### src/rtl/saph_pkg.sv
// Shared types for the saph float datapath: IEEE-754 single word and FPU opcode.
package saph_pkg;

  typedef logic [31:0] float_t;

  typedef enum logic {
    FPU_ADD = 1'b0,
    FPU_MUL = 1'b1
  } saph_fpu_op_t;

  function automatic saph_fpu_op_t mode_to_op(input logic mode);
    return mode ? FPU_MUL : FPU_ADD;
  endfunction

endpackage

### src/rtl/saph_float_seq_fifo.sv
// Registered sync FIFO of {float[LANES], last}; no fall-through, flush empties it in one edge.
module saph_float_seq_fifo
  import saph_pkg::*;
#(
  parameter int LANES = 2,
  parameter int DEPTH = 2
) (
  input  logic                   clk,
  input  logic                   rst_n,
  input  logic                   flush_i,
  input  logic                   push_i,
  input  float_t [LANES-1:0]     push_data_i,
  input  logic                   push_last_i,
  output logic                   full_o,
  input  logic                   pop_i,
  output logic                   valid_o,
  output float_t [LANES-1:0]     data_o,
  output logic                   last_o
);

  localparam int PW   = (DEPTH > 1) ? $clog2(DEPTH) : 1;
  localparam int CNTW = $clog2(DEPTH + 1);

  typedef struct packed {
    float_t [LANES-1:0] data;
    logic               last;
  } entry_t;

  entry_t          mem_q [DEPTH];
  logic [PW-1:0]   wr_ptr_q, wr_ptr_d;
  logic [PW-1:0]   rd_ptr_q, rd_ptr_d;
  logic [CNTW-1:0] cnt_q, cnt_d;
  logic            push_en, pop_en;

  function automatic logic [PW-1:0] next_ptr(input logic [PW-1:0] p);
    return (p == PW'(DEPTH - 1)) ? '0 : p + 1'b1;
  endfunction

  assign full_o  = (cnt_q == CNTW'(DEPTH));
  assign valid_o = (cnt_q != '0);
  assign push_en = push_i && !full_o && !flush_i;
  assign pop_en  = pop_i && valid_o && !flush_i;
  assign data_o  = mem_q[rd_ptr_q].data;
  // Gate last so it reads 0 while empty, even before the storage is first written.
  assign last_o  = valid_o && mem_q[rd_ptr_q].last;

  always_comb begin
    wr_ptr_d = wr_ptr_q;
    rd_ptr_d = rd_ptr_q;
    cnt_d    = cnt_q;
    if (flush_i) begin
      wr_ptr_d = '0;
      rd_ptr_d = '0;
      cnt_d    = '0;
    end else begin
      if (push_en) wr_ptr_d = next_ptr(wr_ptr_q);
      if (pop_en)  rd_ptr_d = next_ptr(rd_ptr_q);
      cnt_d = cnt_q + CNTW'(push_en) - CNTW'(pop_en);
    end
  end

  always_ff @(posedge clk or negedge rst_n) begin
    if (!rst_n) begin
      wr_ptr_q <= '0;
      rd_ptr_q <= '0;
      cnt_q    <= '0;
    end else begin
      wr_ptr_q <= wr_ptr_d;
      rd_ptr_q <= rd_ptr_d;
      cnt_q    <= cnt_d;
    end
  end

  always_ff @(posedge clk) begin
    if (push_en) mem_q[wr_ptr_q] <= '{data: push_data_i, last: push_last_i};
  end

endmodule

### src/rtl/saph_float_sequencer.sv
// Multi-lane float sequence generator: repeated add/mul of a latched step through a shared FPU.
//   state | meaning
//   IDLE  | ready for start
//   EMIT  | push current term into the output FIFO
//   ISSUE | request next term from the FPU
//   WAIT  | waiting for the FPU result
//   FLUSH | last term queued, waiting for consumer to take it
//   DRAIN | aborted with an FPU op in flight, swallow its result
module saph_float_sequencer
  import saph_pkg::*;
#(
  parameter int LANES = 2,
  parameter int CW    = 8,
  parameter int DEPTH = 2
) (
  input  logic               clk,
  input  logic               rst_n,
  input  logic               start_i,
  input  logic               mode_i,
  input  logic [CW-1:0]      count_i,
  input  float_t [LANES-1:0] init_i,
  input  float_t [LANES-1:0] step_i,
  input  logic               abort_i,
  output logic               ready_o,
  output logic               done_o,
  output logic               out_valid_o,
  input  logic               out_ready_i,
  output float_t [LANES-1:0] out_data_o,
  output logic               out_last_o,
  output logic               fpu_req_valid_o,
  input  logic               fpu_req_ready_i,
  output saph_fpu_op_t       fpu_op_o,
  output float_t [LANES-1:0] fpu_a_o,
  output float_t [LANES-1:0] fpu_b_o,
  input  logic               fpu_res_valid_i,
  input  float_t [LANES-1:0] fpu_res_i
);

  typedef enum logic [2:0] {S_IDLE, S_EMIT, S_ISSUE, S_WAIT, S_FLUSH, S_DRAIN} state_t;

  state_t             state_q, state_d;
  logic               mode_q, mode_d;
  float_t [LANES-1:0] cur_q, cur_d;
  float_t [LANES-1:0] step_q, step_d;
  logic [CW-1:0]      rem_q, rem_d;
  logic               done_q, done_d;
  logic               fifo_push, fifo_full;

  saph_float_seq_fifo #(.LANES(LANES), .DEPTH(DEPTH)) u_fifo (
    .clk         (clk),
    .rst_n       (rst_n),
    .flush_i     (abort_i),
    .push_i      (fifo_push),
    .push_data_i (cur_q),
    .push_last_i (rem_q == CW'(1)),
    .full_o      (fifo_full),
    .pop_i       (out_ready_i),
    .valid_o     (out_valid_o),
    .data_o      (out_data_o),
    .last_o      (out_last_o)
  );

  assign ready_o         = (state_q == S_IDLE);
  assign done_o          = done_q;
  assign fpu_req_valid_o = (state_q == S_ISSUE);
  assign fpu_op_o        = mode_to_op(mode_q);
  assign fpu_a_o         = cur_q;
  assign fpu_b_o         = step_q;

  always_comb begin
    state_d   = state_q;
    mode_d    = mode_q;
    cur_d     = cur_q;
    step_d    = step_q;
    rem_d     = rem_q;
    done_d    = 1'b0;
    fifo_push = 1'b0;
    case (state_q)
      S_IDLE: begin
        if (start_i && !abort_i) begin
          mode_d = mode_i;
          cur_d  = init_i;
          step_d = step_i;
          rem_d  = count_i;
          if (count_i == '0) done_d  = 1'b1;
          else               state_d = S_EMIT;
        end
      end
      S_EMIT: begin
        if (abort_i) state_d = S_IDLE;
        else if (!fifo_full) begin
          fifo_push = 1'b1;
          rem_d     = rem_q - 1'b1;
          state_d   = (rem_q == CW'(1)) ? S_FLUSH : S_ISSUE;
        end
      end
      S_ISSUE: begin
        if (fpu_req_ready_i) state_d = abort_i ? S_DRAIN : S_WAIT;
        else if (abort_i)    state_d = S_IDLE;
      end
      S_WAIT: begin
        // A result landing in the abort cycle is already the in-flight one; nothing left to drain.
        if (fpu_res_valid_i) begin
          state_d = abort_i ? S_IDLE : S_EMIT;
          if (!abort_i) cur_d = fpu_res_i;
        end else if (abort_i) begin
          state_d = S_DRAIN;
        end
      end
      S_FLUSH: begin
        if (abort_i) state_d = S_IDLE;
        else if (out_valid_o && out_ready_i && out_last_o) begin
          done_d  = 1'b1;
          state_d = S_IDLE;
        end
      end
      S_DRAIN: begin
        if (fpu_res_valid_i) state_d = S_IDLE;
      end
      default: state_d = S_IDLE;
    endcase
  end

  always_ff @(posedge clk or negedge rst_n) begin
    if (!rst_n) begin
      state_q <= S_IDLE;
      mode_q  <= 1'b0;
      cur_q   <= '0;
      step_q  <= '0;
      rem_q   <= '0;
      done_q  <= 1'b0;
    end else begin
      state_q <= state_d;
      mode_q  <= mode_d;
      cur_q   <= cur_d;
      step_q  <= step_d;
      rem_q   <= rem_d;
      done_q  <= done_d;
    end
  end

endmodule
### config.mk
export PLATFORM = sky130hd
export DESIGN_NAME = saph_float_sequencer
export DESIGN_NICKNAME = d
export VERILOG_FILES = /design/src/rtl/saph_pkg.sv /design/src/rtl/saph_float_seq_fifo.sv /design/src/rtl/saph_float_sequencer.sv
export SDC_FILE = /design/constraint.sdc
export NUM_CORES = 1
export LEC_CHECK = 0
export CORE_ASPECT_RATIO = 1.4
export CORE_MARGIN = 4
export CORE_UTILIZATION = 45
export DETAILED_ROUTE_END_ITERATION = 7
export PLACE_DENSITY = 0.77
export SETUP_SLACK_MARGIN = 0.5
export SLEW_MARGIN = 20
export SYNTH_ARGS = -nofsm -noshare
export SYNTH_HDL_FRONTEND = slang
export SYNTH_SLANG_ARGS = --single-unit
### constraint.sdc
create_clock -name clk -period 9.4 [get_ports clk]
set_clock_uncertainty 0.2 [all_clocks]
set_input_delay 1.41 -clock clk [delete_from_list [all_inputs] [get_ports clk]]
set_output_delay 1.41 -clock clk [all_outputs]
set_load 0.05 [all_outputs]
==> results of run 1 <==
synth_stat cells, types with 2 or more instances:
| cell type | number | area, µm² |
|---|---|---|
| xor2_1 | 3 | 26.3 |
| a22oi_1 | 4 | 30.0 |
| edfxtp_1 | 130 | 3900 |
| nor2b_1 | 6 | 37.5 |
| nand3_1 | 4 | 20.0 |
| nor4_1 | 5 | 31.3 |
| dfrtp_1 | 145 | 3630 |
| clkbuf_1 | 9 | 33.8 |
| nor2_1 | 77 | 289 |
| o21ai_0 | 5 | 25.0 |
| a31oi_1 | 3 | 18.8 |
| a21o_1 | 2 | 15.0 |
| nand2b_1 | 2 | 12.5 |
| o2bb2ai_1 | 4 | 35.0 |
| mux2_2 | 122 | 1370 |
| a21oi_1 | 76 | 380 |
| or2_2 | 2 | 12.5 |
| nor3_1 | 5 | 25.0 |
| buf_4 | 12 | 90.1 |
| ha_1 | 4 | 50.1 |
| mux2i_1 | 66 | 661 |
| nand2_1 | 10 | 37.5 |
| inv_1 | 7 | 26.3 |
| buf_2 | 19 | 95.1 |
| buf_1 | 3 | 11.3 |
| xnor2_1 | 2 | 17.5 |
| mux2_1 | 8 | 90.1 |
kinds of logic (layout without fill, tap and decap cells):
| kind of cell | count (synthesis) | count (layout) | synth area share |
|---|---|---|---|
| AO/OA/AOI/OAI | 104 | 104 | 0.0529 |
| multiplexers | 196 | 196 | 0.191 |
| XOR/XNOR | 5 | 5 | 0.00394 |
| buffers and inverters | 50 | 467 | 0.0231 |
| flip-flops | 275 | 275 | 0.677 |
| other | 0 | 1 | 0 |
| adder cells (fa/ha/maj) | 4 | 4 | 0.00450 |
| AND/OR/NAND/NOR | 118 | 118 | 0.0470 |
where the power goes:
part           switching [mW]  internal, mW
sequential              0.287          1.76
combinational            2.06          1.09
clock                   0.442         0.750
total                    2.79          3.60
worst max path at each step:
stage	start	end	slack, ns	cells past startpoint
final	u_fifo.rd_ptr_q	out_last_o	4.94	4
after global placement	abort_i	u_fifo.mem_q[1][13]	5.27	3
after detailed placement	abort_i	u_fifo.mem_q[1][17]	5.22	3
after global routing	u_fifo.rd_ptr_q	out_last_o	4.77	4
after floorplan	abort_i	u_fifo.mem_q[0][0]	3.20	3
after CTS	u_fifo.rd_ptr_q	out_last_o	4.83	4
metrics by stage:
step	utilization	setup WS, ns	power, mW	cells
2_1_floorplan	-	3.20	4.08	752
3_3_place_gp	0.639	5.27	5.18	1430
3_5_place_dp	0.639	5.22	5.24	1430
4_1_cts	0.680	4.83	6.46	1479
5_1_grt	0.680	4.77	6.68	1480
6_report	0.680	4.94	6.39	1480
area by class of cell:
cell class	count	area, µm²	share of cell area
inverters	7	26.3	0.00160
repair buffers	411	4100	0.250
flip-flops and latches	275	7530	0.459
diodes	1	2.50	0.000152
well taps	310	388	0.0236
multi-input cells	427	3370	0.205
clock buffers	33	738	0.0449
clock inverters	16	263	0.0160
per-layer routing:
layer / wire (µm) / global-route usage / vias to the layer above
met5: 0 / 0 / -
met4: 847 / 0.0596 / 0
met3: 2370 / 0.0607 / 49
met2: 16400 / 0.405 / 283
met1: 10700 / 0.237 / 3735
li1: - / - / 3547
critical path: stages (launching register included):
cell and delay (ns):
dfrtp_2 0.34, buf_4 0.66, mux2i_1 0.31, nor2b_1 0.17, clkdlybuf4s50_1 0.84
state kept, by name, summed over array words and instances (netlist names):
signal           flops
done_o               1
u_fifo.cnt_q         2
u_fifo.rd_ptr_q      1
mode_q               1
fpu_a_o             64
u_fifo.wr_ptr_q      1
u_fifo.mem_q       130
state_q              3
fpu_b_o             64
rem_q                8
==> results.yml, run 1 <==
sta:
  setup_tns_ns: 0
  fin_crit_sh: 0.474
  hold_ws_ns: 0.288
  max_freq_mhz: 224
  final_max_slew_viol_count: 0
  setup_viol: 0
  max_slew.worst_pin.slew_ns: 0.976
  hold_viol: 0
  fin_crit_ns: 4.46
  grt_setup_unrepaired: "no"
  max_slew_margin: 0.349
finish:
  final_cell_mix: "clkdlybuf4s50_1 (404), dfrtp_1 (144), edfxtp_1 (130), mux2_2 (122), nor2_1 (76)"
  drive_gt1_frac: 0.159
  fillers: 1764
  stdcell_area_um2: 16400
  final_common_cell: "clkdlybuf4s50_1"
  fin_nets: 1361
  area_growth_pct: 47.7
yosys:
  async_reset_ff_frac: 0.527
  syn_nets: 964
  synth.distinct_cells: 44
  syn_area_um2: 11100
  synthCells: 752
  synth_edf_count: 130
  ys_ff_latch: 275
  ys_dominant_reg_cell: "dfrtp_1"
  avgSynthCellArea_um2: 14.8
  ys_seq_area_frac: 0.677
  yosys_warnings: 0
clock_tree:
  cts_root_buffer: "clkbuf_16"
  clk_latency_ns: 0.51
  numCtsBuffers: 27
  cts_max_path_buffers: 3
  cts_sinks: 275
  cts_max_level: 1
  ctsHoldBuffers: 0
  post-cts-setup-buffers: 0
  path_clk_slew_ns: 0.06
  cts_tree: "built"
  cts_resized: 0
min_path:
  holdPathEnd: "u_fifo.mem_q[1][31]"
  hold_depth: 0
  hold_start: "fpu_a_o[30]"
  hold_path.class: "reg -> reg"
global_route:
  grt_usage: 0.216
  grt_pass1_wl_um: 46400
  grt_max_degree: 129
  grt_pass1_vias: 8199
  antenna_found_initial: 1
  grt-ovfl-total: 0
floorplanning:
  fp.dieW_um: 141
  initial_core_util: 0.461
  boundaryPins: 406
  core_um2: 24100
  die-area_um2: 27300
  die_y_um: 194
  fp-row-count: 67
route:
  routed_wl_um: 30300
  detail-route-antenna-nets: 0
  drc: 0
  drt_iter0_drc: 239
  vias: 7614
  wl_per_cell_um: 20.5
  viasPerCell: 5.14
  drt_pre_antenna_iters: 6
critical_path:
  rrSetupSlack_ns: 6.38
  rr_worst_depth: 3
  cp.arrival_ns: 2.85
  r2r_end: "u_fifo.mem_q[1][24]"
  cp-start-kind: "flop"
  crit_type: "reg -> out"
  cp_data_required_time_ns: 7.79
  crit_path_end_kind: "primary output"
  path_max_fanout: 66
  reg2reg_from: "state_q[0]"
power:
  p_leak_nw: 6.56
  ir_worst_vdd_v: 0.000320
  pwr_density_cell_nw_per_um2: 389
placement:
  dpl-instance-area_um2: 15400
  portBuffers: 405
  dpl.hpwl_um: 21900
  gp_congestion: 0.849
status:
  status: "finished, final reports clean"
run:
  drv_cap: 0
Note: power is estimated with default switching activity, not from simulation.
==> run 2, diff against run 1 <==
==> constraint.sdc (replaced) <==
create_clock -name clk -period 4.22 [get_ports clk]
set_clock_uncertainty 0.2 [all_clocks]
set_input_delay 0.633 -clock clk [delete_from_list [all_inputs] [get_ports clk]]
set_output_delay 0.633 -clock clk [all_outputs]
set_load 0.05 [all_outputs]
==> run 2 against run 1 <==
- cell area shrank 0.56%
- register-to-register slack lost 5.1 ns
- power grew 120%
- clock power grew 87%
==> results.yml, run 2 (same netlist as run 1, synthesis figures left out) <==
status:
  status: "finished, final reports clean"
clock_tree:
  cts_root_buffer: "clkbuf_16"
  numCtsBuffers: 27
  cts_max_path_buffers: 3
  cts_resized: 0
  cts_tree: "built"
  cts_sinks: 275
  clk_latency_ns: 0.51
  post-cts-setup-buffers: 0
  cts_max_level: 1
  path_clk_slew_ns: 0.06
  ctsHoldBuffers: 0
sta:
  hold_viol: 0
  fin_ws_ns: 0.666
  setup_viol: 0
  fin_crit_sh: 0.842
  max_slew_margin: 0.344
  max_slew.worst_pin.slew_ns: 0.984
  hold_ws_ns: 0.0175
  setup_tns_ns: 0
  final_max_slew_viol_count: 0
  grt_setup_unrepaired: "no"
  fin_crit_ns: 3.55
  max_freq_mhz: 281
min_path:
  hold_path.class: "in -> async"
finish:
  fin_util: 0.677
  final_common_cell: "clkdlybuf4s50_1"
  regMostFlops: "u_fifo.mem_q"
  area_growth_pct: 46.9
  fin_nets: 1364
  drive_gt1_frac: 0.155
  largest_reg_flops: 130
  final_cell_mix: "clkdlybuf4s50_1 (404), dfrtp_1 (144), edfxtp_1 (130), mux2_2 (122), nor2_1 (76)"
critical_path:
  path_max_fanout: 8
  cp.arrival_ns: 2.72
  reg2reg_from: "state_q[0]"
  cp-startpoint: "state_q[1]"
  cp-start-kind: "flop"
  cp_data_required_time_ns: 3.39
  rr_worst_depth: 4
  crit_path_end_kind: "primary output"
  crit_type: "reg -> out"
  r2r_end: "u_fifo.mem_q[1][53]"
  rrSetupSlack_ns: 1.26
  crit_path_end: "fpu_req_valid_o"
global_route:
  grt_pass1_wl_um: 45800
  grt_usage: 0.213
  grt-ovfl-total: 0
  antenna_found_initial: 2
  grt_max_degree: 102
  grt_pass1_vias: 8169
placement:
  gp_congestion: 0.837
  portBuffers: 405
  pre_cts_slack_ns: 0.932
  dpl.hpwl_um: 21900
route:
  drt_pre_antenna_iters: 4
  viasPerCell: 5.14
  drt_iter0_drc: 227
  drc: 0
  vias: 7630
  wl_per_cell_um: 20.4
  routed_wl_um: 30200
  detail-route-antenna-nets: 0
floorplanning:
  initial_core_util: 0.461
  die-area_um2: 27300
  fp.dieW_um: 141
  boundaryPins: 406
  fp-row-count: 67
  die_y_um: 194
  core_um2: 24100
power:
  ir_worst_vdd_v: 0.000530
  power_mw: 13.8
  p_leak_nw: 6.49
  pwr_density_cell_nw_per_um2: 846
run:
  drv_cap: 0
run 2: final cells by class:
cell class | count | area (µm²)
diodes | 2 | 5.00
clock buffers | 39 | 771
clock inverters | 10 | 55.1
fillers | 1745 | 7810
inverters | 7 | 26.3
multi-input cells | 427 | 3380
flip-flops and latches | 275 | 7540
well taps | 310 | 388
repair buffers | 414 | 4170
run 2: per-layer routing:
layer | vias to the layer above | track usage | share of wire
li1 | 3554 | - | -
met1 | 3746 | 0.230 | 0.35
met2 | 288 | 0.392 | 0.53
met3 | 42 | 0.0669 | 0.089
met4 | 0 | 0.0704 | 0.029
met5 | - | 0 | 0
run 2: worst min path at each step:
stage	from	end	slack, ns
after CTS	rst_n	rem_q[2]	0.07
after detailed placement	fpu_b_o[14]	fpu_b_o[14]	0.27
after global routing	rst_n	fpu_b_o[7]	0.09
final	rst_n	fpu_b_o[35]	0.02
after floorplan	rst_n	done_o	0.14
after global placement	fpu_b_o[46]	fpu_b_o[46]	0.27
run 2: stage by stage:
step           area [µm²]  cells
2_1_floorplan       11200    752
3_3_place_gp        15500   1433
3_5_place_dp        15500   1433
4_1_cts             16300   1482
5_1_grt             16300   1484
6_report            16300   1484
run 2: critical path, stage by stage (launching register included):
cell and delay, ns:
dfrtp_1 0.50, nor2b_1 0.54, nor2b_1 0.30, clkdlybuf4s50_1 0.87
run 2: power by group:
group	internal [mW]	switching [mW]	leakage (nW)	total [mW]
clock	1.27	0.965	0.402	2.23
sequential	3.91	0.642	2.84	4.55
combinational	2.46	4.59	3.24	7.04
==> RTL edit 1, RTL diff (config.mk and constraints of run 1) <==
Make the reset (`rst_n`) synchronous in 2 clocked blocks.
--- a/src/rtl/saph_float_seq_fifo.sv
+++ b/src/rtl/saph_float_seq_fifo.sv
@@ -61,3 +61,3 @@
 
-  always_ff @(posedge clk or negedge rst_n) begin
+  always_ff @(posedge clk) begin
     if (!rst_n) begin
--- a/src/rtl/saph_float_sequencer.sv
+++ b/src/rtl/saph_float_sequencer.sv
@@ -123,3 +123,3 @@
 
-  always_ff @(posedge clk or negedge rst_n) begin
+  always_ff @(posedge clk) begin
     if (!rst_n) begin
Behaviour: differs if rst_n is asserted again (counterexample within 4 cycles, from zero or initial values and one cycle with rst_n low); with rst_n held inactive, the same outputs for 4 cycles.
==> RTL edit 1 against run 1 <==
Fmax up 0.88%. Wire length up 1.0%. Via count up 10%. Sequential cell count up 1. Design area down 1.5%. Count of clock-buffer cells in the layout up 8. Area after synthesis up 0.43%. Worst setup slack better by 39 ps. Register-to-register slack worse by 390 ps. Largest cell class unchanged.
Power is not compared: it rests on default switching activity, and its combinational part moved more than twofold at a synthesized area within 25%.
==> RTL edit 1: results (changes against run 1) <==
| Metric | Value |
|---|---|
| Total track usage | 21.1% (was 21.6%) |
| Lkg Pwr | 0.00595 uW |
| Synth top area cells | edfxtp_1 35%, dfxtp_1 26%, mux2_2 6.6%, a211oi_2 6.4%, mux2i_1 6.0% (was edfxtp_1 35%, dfrtp_1 33%, mux2_2 12%, mux2i_1 5.9%, a21oi_1 3.4%) |
| Antenna violations before repair | 0 (was 1) |
| Unique masters post-synth | 43 (was 44) |
| First-pass GRT wire length | 46500 um (was 46400 um) |
| Syn_nets | 1138 (was 964) |
| EDFF count, synth | 130 (unchanged) |
| Number of antenna cells inserted | 0 (was 1) |
| Total DRC errors in the routed layout | 0 (unchanged) |
| Cts repair resizes | 0 (unchanged) |
| Gate Count Post-Synth | 926 (was 752) |
| Fill cells | 1849 (was 1764) |
| Via/cell ratio | 5.16 (was 5.14) |
| Highest-delay cell along the critical path | dfxtp_4 (was clkdlybuf4s50_1) |
| Post-placement setup slack | 4590 ps (was 5220 ps) |
| Share of async-settable or async-resettable flops after synthesis | 0% (was 52.7%) |
| Maximum vdd drop | 0.000175 V |
| Depth of the CTS H-tree | 1 (unchanged) |
| Maximum fanout along the worst path | 65 (was 66) |
| Crit path required time | 7790 ps (about the same) |
| Sw Pwr | 1160 uW |
| Deepest clock path buffer count | 3 (unchanged) |
| Maximum number of pins on one net before global-route repair | 73 (was 129) |
| Sequential share of power | 42.0% |
| Hold Crit Class | flip-flop to flip-flop (unchanged) |
| Standard cell area after detailed placement | 15400 sq um (about the same) |
| Number of endpoints with negative hold slack in the final report | 0 (unchanged) |
| Share of post-route cells with drive strength above 1 | 13.2% (was 15.9%) |
| Cell Count Post-Placement | 1583 (was 1430) |
| Port buffer count | 405 (unchanged) |
| Run status | finished clean (unchanged) |
| Clock latency on the worst-skew pair | 510 ps (about the same) |
| Routed via count | 8412 (was 7614) |
| Kind of cell with the highest combined delay on the critical path | flip-flops (was buffers and inverters) |
| GP Congestion | 0.791 (was 0.849) |
| Detailed placer's ending HPWL | 21800 um (was 21900 um) |
| Routed wire length | 30600 um (was 30300 um) |
| Biggest cell delay along the critical path | 970 ps (was 840 ps) |
| NumNets Final | 1513 (was 1361) |
| Post-synthesis sequential area ratio | 61.1% (was 67.7%) |
| Number of global-route vias before repair | 8534 (was 8199) |
| Max reg flops | 130 (unchanged) |
| Clock transition at path regs | 60 ps (about the same) |
| Violation count after the first detailed-route iteration | 236 (was 239) |
| Number of iterations in the first detailed-routing pass | 4 (was 6) |
| Ys Warns | 0 (unchanged) |
| Register with the highest flop count | u_fifo.mem_q (unchanged) |
| Slew headroom | 34.9% (about the same) |
| Number of buffers added for setup after CTS | 0 (unchanged) |
| Total CTS buffers | 26 (was 27) |
| CTS Root Buffer Type | clkbuf_16 (unchanged) |
| Most frequent cells after synthesis | 146 x dfxtp_1, 139 x nand2_1, 130 x edfxtp_1 (was 145 x dfrtp_1, 130 x edfxtp_1, 122 x mux2_2) |
RTL edit 1: cell types whose count changed after synthesis, moves of 23 or more:
cell / delta
clkbuf_1: +23
mux2_2: -57
nand2_1: +129
dfxtp_1: +146
dfrtp_1: -145
a211oi_2: +57
RTL edit 1: final timing paths:
kind                                 start                       end  slack, ps  cells past startpoint
setup / recovery                 flip-flop                out_last_o       4980                      3
hold / removal    fpu_b_o[56]$_SDFFE_PN0P_  fpu_b_o[56]$_SDFFE_PN0P_        250                      2
hold reg to reg   fpu_b_o[56]$_SDFFE_PN0P_  fpu_b_o[56]$_SDFFE_PN0P_        250                      2
setup reg to reg   state_q[0]$_SDFFE_PN0P_  fpu_a_o[58]$_SDFFE_PN0P_       5990                      6
RTL edit 1: layout make-up:
type	count	area (sq um)	area share, %
Clock buffer	41	748	4.63
Multi-Input combinational cell	575	3990	24.7
Clock inverter	7	61.3	0.379
Timing Repair Buffer	413	4110	25.4
Sequential cell	276	6830	42.2
Tap cell	310	388	2.40
Inverter	9	38.8	0.240
RTL edit 1: power groups by stage:
stage                     clock network, uW  registers [uW]  logic, uW
after floorplan                           0            1700        481
after global placement                    0            1490       1040
after detailed placement                  0            1500       1050
after CTS                              1020            1480       1050
after global routing                   1070            1490       1100
final                                   994            1480       1040
RTL edit 1: kinds of logic after synthesis:
group           Yosys count  share of synthesized area, %
compound gates          166                          11.9
xor+xnor                  4                         0.314
fa+ha+maj                 4                         0.448
buf+inv                  75                          3.43
flops                   276                          61.1
mux                     132                          12.6
simple gates            269                          10.2
RTL edit 1: per-layer routing:
layer | share of wire, % | routed length, um | track usage (%)
met5 | 0 | 0 | 0
met4 | 3.5 | 1060 | 7.50
met3 | 8.7 | 2680 | 5.73
met2 | 52 | 15800 | 38.4
met1 | 36 | 11000 | 23.4
==> RTL edit 2, RTL diff (settings of run 1) <==
Made on the original files. `CW`: 8 -> 9.
--- a/src/rtl/saph_float_sequencer.sv
+++ b/src/rtl/saph_float_sequencer.sv
@@ -12,3 +12,3 @@
   parameter int LANES = 2,
-  parameter int CW    = 8,
+  parameter int CW    = 9,
   parameter int DEPTH = 2
Interface: changed (resized count_i); port bits go from 406 to 407. No check against the original RTL was run, so the function may have changed too.
==> RTL edit 2 against run 1 <==
Design area rose by 1.2%. Sequential cell count rose by 1. Cell count rose by 1.6%. Area after synthesis rose by 3.2%. Register-to-register slack got worse by 400 ps. Worst setup slack improved by 18 ps. Non-clock buffer count rose by 1. Sequential share of layout area fell by 0.37 points. Critical endpoint is now out_data_o[2]. Power fell by 1.8%. Wire length fell by 1.5%.
==> RTL edit 2: results (changes against run 1) <==
| Metric | Value |
|---|---|
| Share of post-route cells with drive strength above 1 | 16.3% (was 15.9%) |
| Antenna violations before repair | 0 (was 1) |
| Synthesized-area fraction occupied by adder cells | 0.436% (was 0.450%) |
| GP Congestion | 0.834 (was 0.849) |
| Post-placement setup slack | 5270 ps (was 5220 ps) |
| Kind of cell with the highest combined delay on the critical path | flip-flops (was buffers and inverters) |
| Run status | finished clean (unchanged) |
| Cell Count, Final, Fillers Out | 1503 (was 1480) |
| Port buffer count | 406 (was 405) |
| Standard cell area after detailed placement | 15700 sq um (was 15400 sq um) |
| Slew headroom | 29.4% (was 34.9%) |
| Average detailed-routed wire length per instance | 19.9 um (was 20.5 um) |
| Fraction of met2 tracks used by global routing | 38.5% (was 40.5%) |
| Maximum vdd drop | 0.000259 V (was 0.000320 V) |
| Most frequent cells after synthesis | 146 x dfrtp_1, 130 x edfxtp_1, 90 x mux2_2 (was 145 x dfrtp_1, 130 x edfxtp_1, 122 x mux2_2) |
| Total track usage | 20.4% (was 21.6%) |
| Synth top area cells | edfxtp_1 34%, dfrtp_1 32%, mux2_2 8.8%, mux2i_1 5.8%, mux2_4 5.2% (was edfxtp_1 35%, dfrtp_1 33%, mux2_2 12%, mux2i_1 5.9%, a21oi_1 3.4%) |
| Post-Synth XOR/XNOR Area | 0.229% (was 0.394%) |
| Post-synthesis sequential area ratio | 65.9% (was 67.7%) |
| Per-instance average area after synthesis | 14.9 sq um (was 14.8 sq um) |
| Post-synth top area share | 34.0% (was 35.1%) |
| Detailed placer's ending HPWL | 21400 um (was 21900 um) |
| Share of cell area taken by muxes after synthesis | 19.8% (was 19.1%) |
| Number of iterations in the first detailed-routing pass | 4 (was 6) |
| NumNets Final | 1380 (was 1361) |
| First-pass GRT wire length | 45100 um (was 46400 um) |
| Area fraction in compound gates after synthesis | 5.44% (was 5.29%) |
| Sw Pwr | 2750 uW (was 2790 uW) |
| Lkg Pwr | 0.00695 uW (was 0.00656 uW) |
| Highest-delay cell along the critical path | dfrtp_4 (was clkdlybuf4s50_1) |
RTL edit 2: cell count changes after synthesis, sizes merged, moves of 3 or more:
| cell | run 1 | this run |
|---|---|---|
| a21oi | 77 | 14 |
| a22oi | 4 | 0 |
| a2bb2oi | 0 | 3 |
| a32oi | 0 | 3 |
| buf | 34 | 29 |
| clkbuf | 9 | 13 |
| nand2 | 11 | 76 |
| nor2 | 77 | 22 |
| nor2b | 6 | 3 |
| o21ai | 6 | 79 |
| o2bb2ai | 4 | 0 |
RTL edit 2: cell families (layout without fill, tap and decap cells):
group | count (synthesis) | in the layout
AOI/OAI and AO/OA | 110 | 110
buffers and inverters | 49 | 469
and+or+nand+nor | 130 | 130
adders and majority gates | 4 | 4
xor gates and xnor gates | 3 | 3
DFF | 276 | 276
muxes | 196 | 196
RTL edit 2: worst reg2reg max path: cells and delay by family, from the launching register on:
family	cells	cell delay [ps]
flops	1	740
simple gates	4	2020
RTL edit 2: final timing paths:
path,startpoint,endpoint,slack [ps],depth (start not counted)
max,u_fifo.rd_ptr_q$_DFFE_PN0P_,out_data_o[2],4960,2
min,fpu_a_o[34]$_DFFE_PN0P_,u_fifo.mem_q[0][35]$_DFFE_PP_,290,0
max reg2reg,state_q[0]$_DFFE_PN0P_,u_fifo.mem_q[1][13]$_DFFE_PP_,5980,4
min reg2reg,fpu_a_o[34]$_DFFE_PN0P_,u_fifo.mem_q[0][35]$_DFFE_PP_,290,0
max in group asynchronous,rst_n,fpu_a_o[12]$_DFFE_PN0P_,6820,2
min in group asynchronous,rst_n,rem_q[3]$_DFFE_PN0P_,700,1
RTL edit 2: layout make-up:
cell class              instances  area (sq um)
flip-flops and latches        276          7560
clock inverters                 9           106
inverters                       7          26.3
repair buffers                412          4130
fillers                      1841          8310
well taps                     315           394
clock buffers                  41           778
multi-input cells             443          3620
